`config.mk`:
```
export PLATFORM = sky130hd
export DESIGN_NAME = inst_fetch
export DESIGN_NICKNAME = d
export VERILOG_FILES = /design/src/rtl/inst_fetch_pkg.sv /design/src/rtl/inst_fetch_npc.sv /design/src/rtl/inst_fetch.sv
export SDC_FILE = /design/constraint.sdc
export NUM_CORES = 1
export LEC_CHECK = 0
export BUFFER_PORTS_ARGS = -buffer_cell sky130_fd_sc_hd__buf_2
export CORE_MARGIN = 4
export CORE_UTILIZATION = 47
export CTS_BUF_LIST = sky130_fd_sc_hd__clkbuf_16
export CTS_CLUSTER_DIAMETER = 40
export DETAILED_ROUTE_END_ITERATION = 16
export GPL_ROUTABILITY_DRIVEN = 1
export PLACE_DENSITY = 0.85
export SLEW_MARGIN = 20
export SYNTH_ARGS = -nofsm -noshare
export SYNTH_HDL_FRONTEND = slang
export SYNTH_SLANG_ARGS = --single-unit
```
`constraint.sdc`:
```
create_clock -name clk -period 2.8 [get_ports clk]
set_clock_uncertainty 0.15 [all_clocks]
set_input_delay 0.14 -clock clk [delete_from_list [all_inputs] [get_ports clk]]
set_output_delay 0.14 -clock clk [all_outputs]
set_load 0.02 [all_outputs]
```
`src/rtl/inst_fetch_pkg.sv`:
```
// Shared constants and helpers for the IF stage.
// IFU_ADEL_EN selects the fetch address-error logic in inst_fetch.
package inst_fetch_pkg;

    localparam logic [31:0] RESET_PC_DEF   = 32'h0000_3000;
    localparam logic [31:0] HANDLER_PC_DEF = 32'h0000_4180;
    localparam logic [31:0] IM_BASE        = 32'h0000_3000;
    localparam int          IM_WORDS       = 4096;
    localparam logic [31:0] IM_LAST        = IM_BASE + 32'(4 * IM_WORDS) - 32'd4;
    localparam logic [4:0]  EXC_ADEL       = 5'd4;

    typedef enum logic [2:0] {
        NPC_SEQ,
        NPC_REDIRECT,
        NPC_HOLD,
        NPC_ERET,
        NPC_EXC
    } npc_sel_e;

    // A fetch is bad when misaligned or outside the ROM window.
    function automatic logic pc_fault(input logic [31:0] pc);
        return (pc[1:0] != 2'b00) || (pc < IM_BASE) || (pc > IM_LAST);
    endfunction

endpackage

```
`src/rtl/inst_fetch_npc.sv`:
```
// Next-PC select for the IF stage.
// Priority: exception > eret > stall > redirect > sequential.
module inst_fetch_npc
    import inst_fetch_pkg::*;
#(
    parameter logic [31:0] HANDLER_PC = HANDLER_PC_DEF
) (
    input  logic [31:0] pc_f,
    input  logic        stall,
    input  logic        redirect,
    input  logic [31:0] redirect_pc,
    input  logic        exc_req,
    input  logic        eret,
    input  logic [31:0] epc,
    output logic [31:0] npc
);

    npc_sel_e sel;

    always_comb begin
        sel = NPC_SEQ;
        if (exc_req)       sel = NPC_EXC;
        else if (eret)     sel = NPC_ERET;
        else if (stall)    sel = NPC_HOLD;
        else if (redirect) sel = NPC_REDIRECT;
    end

    always_comb begin
        npc = pc_f + 32'd4;
        case (sel)
            NPC_EXC:      npc = HANDLER_PC;
            NPC_ERET:     npc = epc;
            NPC_HOLD:     npc = pc_f;
            NPC_REDIRECT: npc = redirect_pc;
            default:      npc = pc_f + 32'd4;
        endcase
    end

endmodule

```
`src/rtl/inst_fetch.sv`:
```
// IF stage: PC register, ROM address drive and IF/ID pipeline register.
// Define IFU_ADEL_EN to build misaligned/out-of-range fetch detection (adel_d).
module inst_fetch
    import inst_fetch_pkg::*;
#(
    parameter logic [31:0] RESET_PC   = RESET_PC_DEF,
    parameter logic [31:0] HANDLER_PC = HANDLER_PC_DEF
) (
    input  logic        clk,
    input  logic        reset_n,
    input  logic        stall,
    input  logic        redirect,
    input  logic [31:0] redirect_pc,
    input  logic        branch_d,
    input  logic        exc_req,
    input  logic        eret,
    input  logic [31:0] epc,
    output logic [31:0] imem_addr,
    input  logic [31:0] imem_inst,
    output logic [31:0] pc_f,
    output logic [31:0] inst_d,
    output logic [31:0] pc_d,
    output logic        valid_d,
    output logic        bd_d,
    output logic        adel_d
);

    logic [31:0] npc;
    logic [31:0] if_word;
    logic        flush;

    assign imem_addr = pc_f;
    assign flush     = exc_req | eret;

    inst_fetch_npc #(
        .HANDLER_PC (HANDLER_PC)
    ) u_npc (
        .pc_f        (pc_f),
        .stall       (stall),
        .redirect    (redirect),
        .redirect_pc (redirect_pc),
        .exc_req     (exc_req),
        .eret        (eret),
        .epc         (epc),
        .npc         (npc)
    );

    always_ff @(posedge clk) begin
        if (!reset_n) pc_f <= RESET_PC;
        else          pc_f <= npc;
    end

`ifdef IFU_ADEL_EN
    logic fetch_fault;
    logic adel_q;

    assign fetch_fault = pc_fault(pc_f);
    assign if_word     = fetch_fault ? 32'd0 : imem_inst;
    assign adel_d      = adel_q;

    always_ff @(posedge clk) begin
        if (!reset_n)    adel_q <= 1'b0;
        else if (flush)  adel_q <= 1'b0;
        else if (!stall) adel_q <= fetch_fault;
    end
`else
    assign if_word = imem_inst;
    assign adel_d  = 1'b0;
`endif

    // Flush wins over stall so exception entry never leaves a stale slot in ID.
    always_ff @(posedge clk) begin
        if (!reset_n) begin
            inst_d  <= 32'd0;
            pc_d    <= 32'd0;
            valid_d <= 1'b0;
            bd_d    <= 1'b0;
        end else if (flush) begin
            inst_d  <= 32'd0;
            valid_d <= 1'b0;
            bd_d    <= 1'b0;
        end else if (!stall) begin
            inst_d  <= if_word;
            pc_d    <= pc_f;
            valid_d <= 1'b1;
            bd_d    <= branch_d;
        end
    end

endmodule

```
Yosys cells after proc, flatten, opt, wreduce, memory -nomap -nowiden
Cells that the tools add are included.

cells by class
  $add $sub $neg = 1
  multipliers = 0
  divide/modulo/power cells = 0
  magnitude comparators = 0
  equal/unequal tests = 4
  shift-type cells = 0
  mux-type cells = 5
  bitwise logic cells = 4
  reductions and logical operators = 2

operator list
  cell                     count
  $pmux W32 S4             1
  $add A32 B3 Y32 const B  1
  $mux W3                  3
  $eq A3 B2 Y1 const B     2
  $eq A3 B1 Y1 const B     1
  $eq A3 B3 Y1 const B     1
  $not A1 Y1               3
  $reduce_and A2 Y1        1
  $reduce_or A2 Y1         1
  $mux W1                  1
  $or A1 B1 Y1             1

word-level totals
  register bits after elaboration = 98
  latch bits = 0
  memory bits (writable) = 0
  bits in read-only memories = 0
  bits of input ports = 103
  output and inout bits = 131
  word-level logic and storage cells = 21
  memories = 0

Depth between registers and ports, before layout
  depth after elaboration = 6
  mapped depth = 7
  gate-level depth less buffers = 6

Modules after synthesis
A second synthesis with hierarchy kept.

second synthesis, totals
  cells, all modules = 581
  area, all modules = 5011.1 µm²

modules (own cells, without submodules)
  module          times used  cells an instance  area an instance (µm²)  sequential area each (µm²)
  inst_fetch      1           352                3604.7                  1961.9
  inst_fetch_npc  1           229                1406.3                  0.0

Worst setup path before layout
OpenSTA, ideal clock, no wires.

  kind = register to register
  start point = register pc_f[2], in the netlist imem_addr[2]
  end point = register pc_f[24], in the netlist imem_addr[24]
  setup time = 0.127 ns
  data arrival time = 1.980 ns
  data required time = 2.523 ns
  slack = 0.543 ns
  cell stages (with the launch flop) = 8
  path buffers = 1
  clock period less this slack = 2.257 ns
  cell sequence = dfxtp_1 > ha_1 > nand4_2 > nand2b_1 > buf_2 > nor3_1 > a31oi_1 > or3_1

on the way
  word-level cells in the longest chain between the ends = 2

RTL lines
  what                    RTL line              source
  from (decl)             inst_fetch.sv:20      output logic [31:0] pc_f,
  from (signal assigned)  inst_fetch.sv:50      else pc_f <= npc;
  $add A32 B3 Y32         inst_fetch_npc.sv:35  default: npc = pc_f + 32'd4;
  $pmux W32 S4            inst_fetch_npc.sv:30  case (sel)

No other way between the ends.
A chain may end at the register's enable or synchronous reset.

Final worst setup path
Ends and elaborated chain as after synthesis.

==> parameters.txt <==
Parameter                              Value

Worst hold path
  Worst hold start ... redirect_pc[17]
  Hold crit path type ... in -> reg
  Hold Path Stages ... 3
  Worst hold endpoint ... imem_addr[17]$_SDFFE_PN0P_

Setup path
  Worst setup EP type ... flop
  Maximum fanout along the worst path ... 9
  Largest stage delay on the critical path ... 0.47 ns
  Cell type of the slowest stage on the worst timing path ... sky130_fd_sc_hd__dfxtp_1
  CP Cell Sequence ... ha_1 > nand4_2 > nand2b_1 > nor3_1 > a31oi_1 > or3_1
  Crit path launch type ... flop
  Critical path required time ... 2.88 ns
  FF-to-FF path depth ... 6
  Worst reg2reg endpoint ... imem_addr[24]$_SDFFE_PN0P_
  CP Buf/Inv Count ... 0
  Worst reg2reg path startpoint ... imem_addr[2]$_SDFFE_PN0P_
  Setup slack of the worst register-to-register path ... ~0.36 ns
  Critical Setup Path Class ... reg -> reg
  Delay-heaviest family, CP ... simple AND/OR/NAND/NOR gates
  Data arrival time of the critical path ... roughly 2.5 ns

Pwr
  Sequential share of power ... 0.446
  Internal power contribution ... 2.44 mW
  Pleak ... 3.09 nW
  Total power divided by cell area ... roughly 500 nW/um^2
  Clock Power Share ... 0.388
  Share of power burned in combinational logic ... 0.166
  Net switching fraction of the power ... 0.275
  VDD IR max ... approximately 0.00030 V
  Tot Pwr ... between 3 and 4 mW
  NetSw ... 926 uW

Timing
  Share of the clock period used by the worst path after layout ... 0.870
  Pins Over Slew Limit ... 0
  Slew Limit Headroom ... 0.404
  Final setup violation count ... 0
  Total negative slack for setup checks ... 0 ns
  Highest achievable clock rate ... 410 MHz
  Min Clock Period, post-route ... 2.44 ns
  Setup repair after global routing missed its margin ... no
  Final hold vios ... 0
  Transition time of the tightest slew-check pin ... 0.890 ns
  Setup slack of the critical path after layout ... 0.363 ns

GRT
  Global-route usage over all layers ... 0.276
  Number of global-route vias before repair ... about 5300
  First-pass GRT wire length ... 27800 um
  Maximum number of pins on one net before global-route repair ... 38
  Sum of overflow across all layers after global routing ... 0
  Number of antenna violations at the first check in global routing ... 1

CTS
  Clock transition at the registers of the reported paths ... about 0.070 ns
  H-tree depth reported by CTS ... 3
  Clk_lat worst skew ... around 0.34 ns
  Max Buffers Root-to-Sink ... 2
  TritonCTS clock tree ... yes
  Buffer cell driving the clock tree root ... sky130_fd_sc_hd__clkbuf_16
  Number of sinks driven by the clock tree ... 98
  Cts repair resizes ... 0
  Number of buffers created by CTS ... 9

Yosys
  Synthesized area divided by synthesized cell count ... roughly 8 um^2
  Post-synthesis register bit count ... 98
  Async SR Flop Fraction ... 0
  Number of enable-type register cells in the synthesized netlist ... 0
  Post-synthesis sequential area ratio ... 0.398
  Post-synthesis net count ... 727
  Synthesized instance count ... between 600 and 700
  Number of library cell types mapped by synthesis ... 64
  Synthesis Warnings ... 0
  Main flop type after synthesis ... sky130_fd_sc_hd__dfxtp_1
  Area of the mapped netlist ... between 4000 and 5000 um^2

Placed design
  Input/output buffers ... 232
  Routability-driven placement congestion ratio ... 0.910
  Dpl cell area ... 5970 um^2
  Total half-perimeter wirelength after legalization and detailed placement ... between 10000 and 15000 um
  Placed insts ... 930
  Post-placement setup slack ... 0.378 ns

Floorplan
  Floorplan die height ... 110 um
  Initial standard-cell utilization of the core ... 0.480
  Width of the die ... about 110 um
  Io pins ... around 230
  Cell Rows ... 37
  Floorplan core area ... 10300 um^2
  DIE AREA ... 12200 um^2

Cells and area
  Final instance count without filler cells ... 987
  Antenna diodes ... 0
  Most common cell after layout, fill and taps aside ... sky130_fd_sc_hd__buf_2
  Area Growth Syn to Fin ... 35.8%
  Leading cell types in the layout, fill and taps excluded ... 232 x sky130_fd_sc_hd__buf_2, 98 x sky130_fd_sc_hd__dfxtp_1, 86 x sky130_fd_sc_hd__nand2_1
  Cell area after layout ... 6700 um^2
  Final net count ... 951
  Share of final-layout standard cells stronger than drive strength 1 ... 0.328

Detailed routing
  Total wire length after detailed routing ... 17500 um
  Routed via count divided by cell count ... 5.57
  First-pass iteration count of the detailed router ... 6
  Wirelength per Cell ... 17.8 um
  Antenna violation net count after detailed routing ... 0
  DRC violation count after routing ... 0
  Detailed Route Iter0 Violations ... approximately 480
  Vias post-DR ... 5499

Run
  Number of max-cap violations ... 0

Run status
  Result of the run ... complete, no violations
[metrics by stage]
stage | utilization | hold slack [ns]
floorplan | - | 0.134
global placement | 0.581 | 0.218
detailed placement | 0.581 | 0.227
CTS | 0.652 | 0.00439
global route | 0.652 | 0.0201
finish | 0.652 | 0.00959
[power by group through the flow]
stage,logic (mW),clock network (mW),registers [mW]
2_1_floorplan,0.286,0,1.57
3_3_place_gp,0.496,0,1.53
3_5_place_dp,0.502,0,1.53
4_1_cts,0.548,1.32,1.50
5_1_grt,0.598,1.38,1.51
6_report,0.559,1.31,1.50
[layer usage]
layer / GRT usage / up-vias / share of wire
li1: - / 2613 / -
met1: 0.320 / 2534 / 0.39
met2: 0.479 / 318 / 0.49
met3: 0.0871 / 32 / 0.10
met4: 0.0985 / 2 / 0.019
met5: 0 / - / 0.00040
[cells by family after synthesis]
group | count (synthesis) | synth area share
simple gates | 244 | 0.239
compound gates | 148 | 0.184
flops | 98 | 0.398
buf+inv | 91 | 0.0958
mux | 37 | 0.0753
xor+xnor | 3 | 0.00533
fa+ha+maj | 1 | 0.00254
other cells | 1 | 0.000760
[cells in the mapped netlist (3+ instances only)]
cell / instances / area share
sky130_fd_sc_hd__dfxtp_1: 98 / 0.40
sky130_fd_sc_hd__nand2_1: 86 / 0.065
sky130_fd_sc_hd__a21oi_1: 71 / 0.072
sky130_fd_sc_hd__nor2_1: 69 / 0.052
sky130_fd_sc_hd__clkbuf_1: 37 / 0.028
sky130_fd_sc_hd__mux2i_1: 36 / 0.073
sky130_fd_sc_hd__buf_4: 33 / 0.050
sky130_fd_sc_hd__nor3_1: 22 / 0.022
sky130_fd_sc_hd__o21ai_0: 21 / 0.021
sky130_fd_sc_hd__nand3_1: 16 / 0.016
sky130_fd_sc_hd__inv_1: 13 / 0.0099
sky130_fd_sc_hd__nor4_1: 7 / 0.0089
sky130_fd_sc_hd__o21ai_1: 7 / 0.0071
sky130_fd_sc_hd__a211oi_1: 6 / 0.0091
sky130_fd_sc_hd__a31oi_1: 6 / 0.0076
sky130_fd_sc_hd__and3_1: 6 / 0.0076
sky130_fd_sc_hd__buf_2: 6 / 0.0061
sky130_fd_sc_hd__nand4_1: 6 / 0.0076
sky130_fd_sc_hd__o32ai_1: 5 / 0.0089
sky130_fd_sc_hd__a221oi_1: 4 / 0.0071
sky130_fd_sc_hd__nor4b_1: 4 / 0.0071
sky130_fd_sc_hd__a2111oi_0: 3 / 0.0053
sky130_fd_sc_hd__a211o_1: 3 / 0.0053
sky130_fd_sc_hd__nand2b_1: 3 / 0.0038
sky130_fd_sc_hd__nor2b_1: 3 / 0.0038
sky130_fd_sc_hd__o21a_1: 3 / 0.0046
sky130_fd_sc_hd__o22ai_1: 3 / 0.0038
[what timing repair did]
| item | in CTS | in global routing |
|---|---|---|
| hold buffers | 42 | 0 |
| hold endpoints to repair | 43 | 0 |
| setup buffers | 0 | 0 |
[state kept, by name, summed over array words and instances, names as in the netlist]
name,count
bd_d,1
imem_addr,32
inst_d,32
pc_d,32
valid_d,1
[how the worst max path moves through the flow]
stage	start	slack, ns	to	depth (start not counted)
floorplan	imem_addr[2]$_SDFFE_PN0P_	0.54	imem_addr[24]$_SDFFE_PN0P_	7
global placement	imem_addr[2]$_SDFFE_PN0P_	0.50	imem_addr[24]$_SDFFE_PN0P_	6
detailed placement	imem_addr[2]$_SDFFE_PN0P_	0.38	imem_addr[24]$_SDFFE_PN0P_	6
CTS	imem_addr[2]$_SDFFE_PN0P_	0.37	imem_addr[24]$_SDFFE_PN0P_	6
global route	imem_addr[2]$_SDFFE_PN0P_	0.12	imem_addr[24]$_SDFFE_PN0P_	6
finish	imem_addr[2]$_SDFFE_PN0P_	0.36	imem_addr[24]$_SDFFE_PN0P_	6
[worst min-delay path, cell delays in order]
cell	delay (ns)
sky130_fd_sc_hd__buf_2	0.10
sky130_fd_sc_hd__nor3_1	0.14
sky130_fd_sc_hd__a2111oi_0	0.08
[cell type report]
cell class                 instances  area (um^2)
timing repair buffer             290         1700
clock buffer                       9          225
multi-input combinational        434         2500
tap                              136          170
inverter                          14         52.6
sequential                        98         1960
fill                             899         3580
clock inverter                     6         83.8
Note: power is estimated with default switching activity, not from simulation.
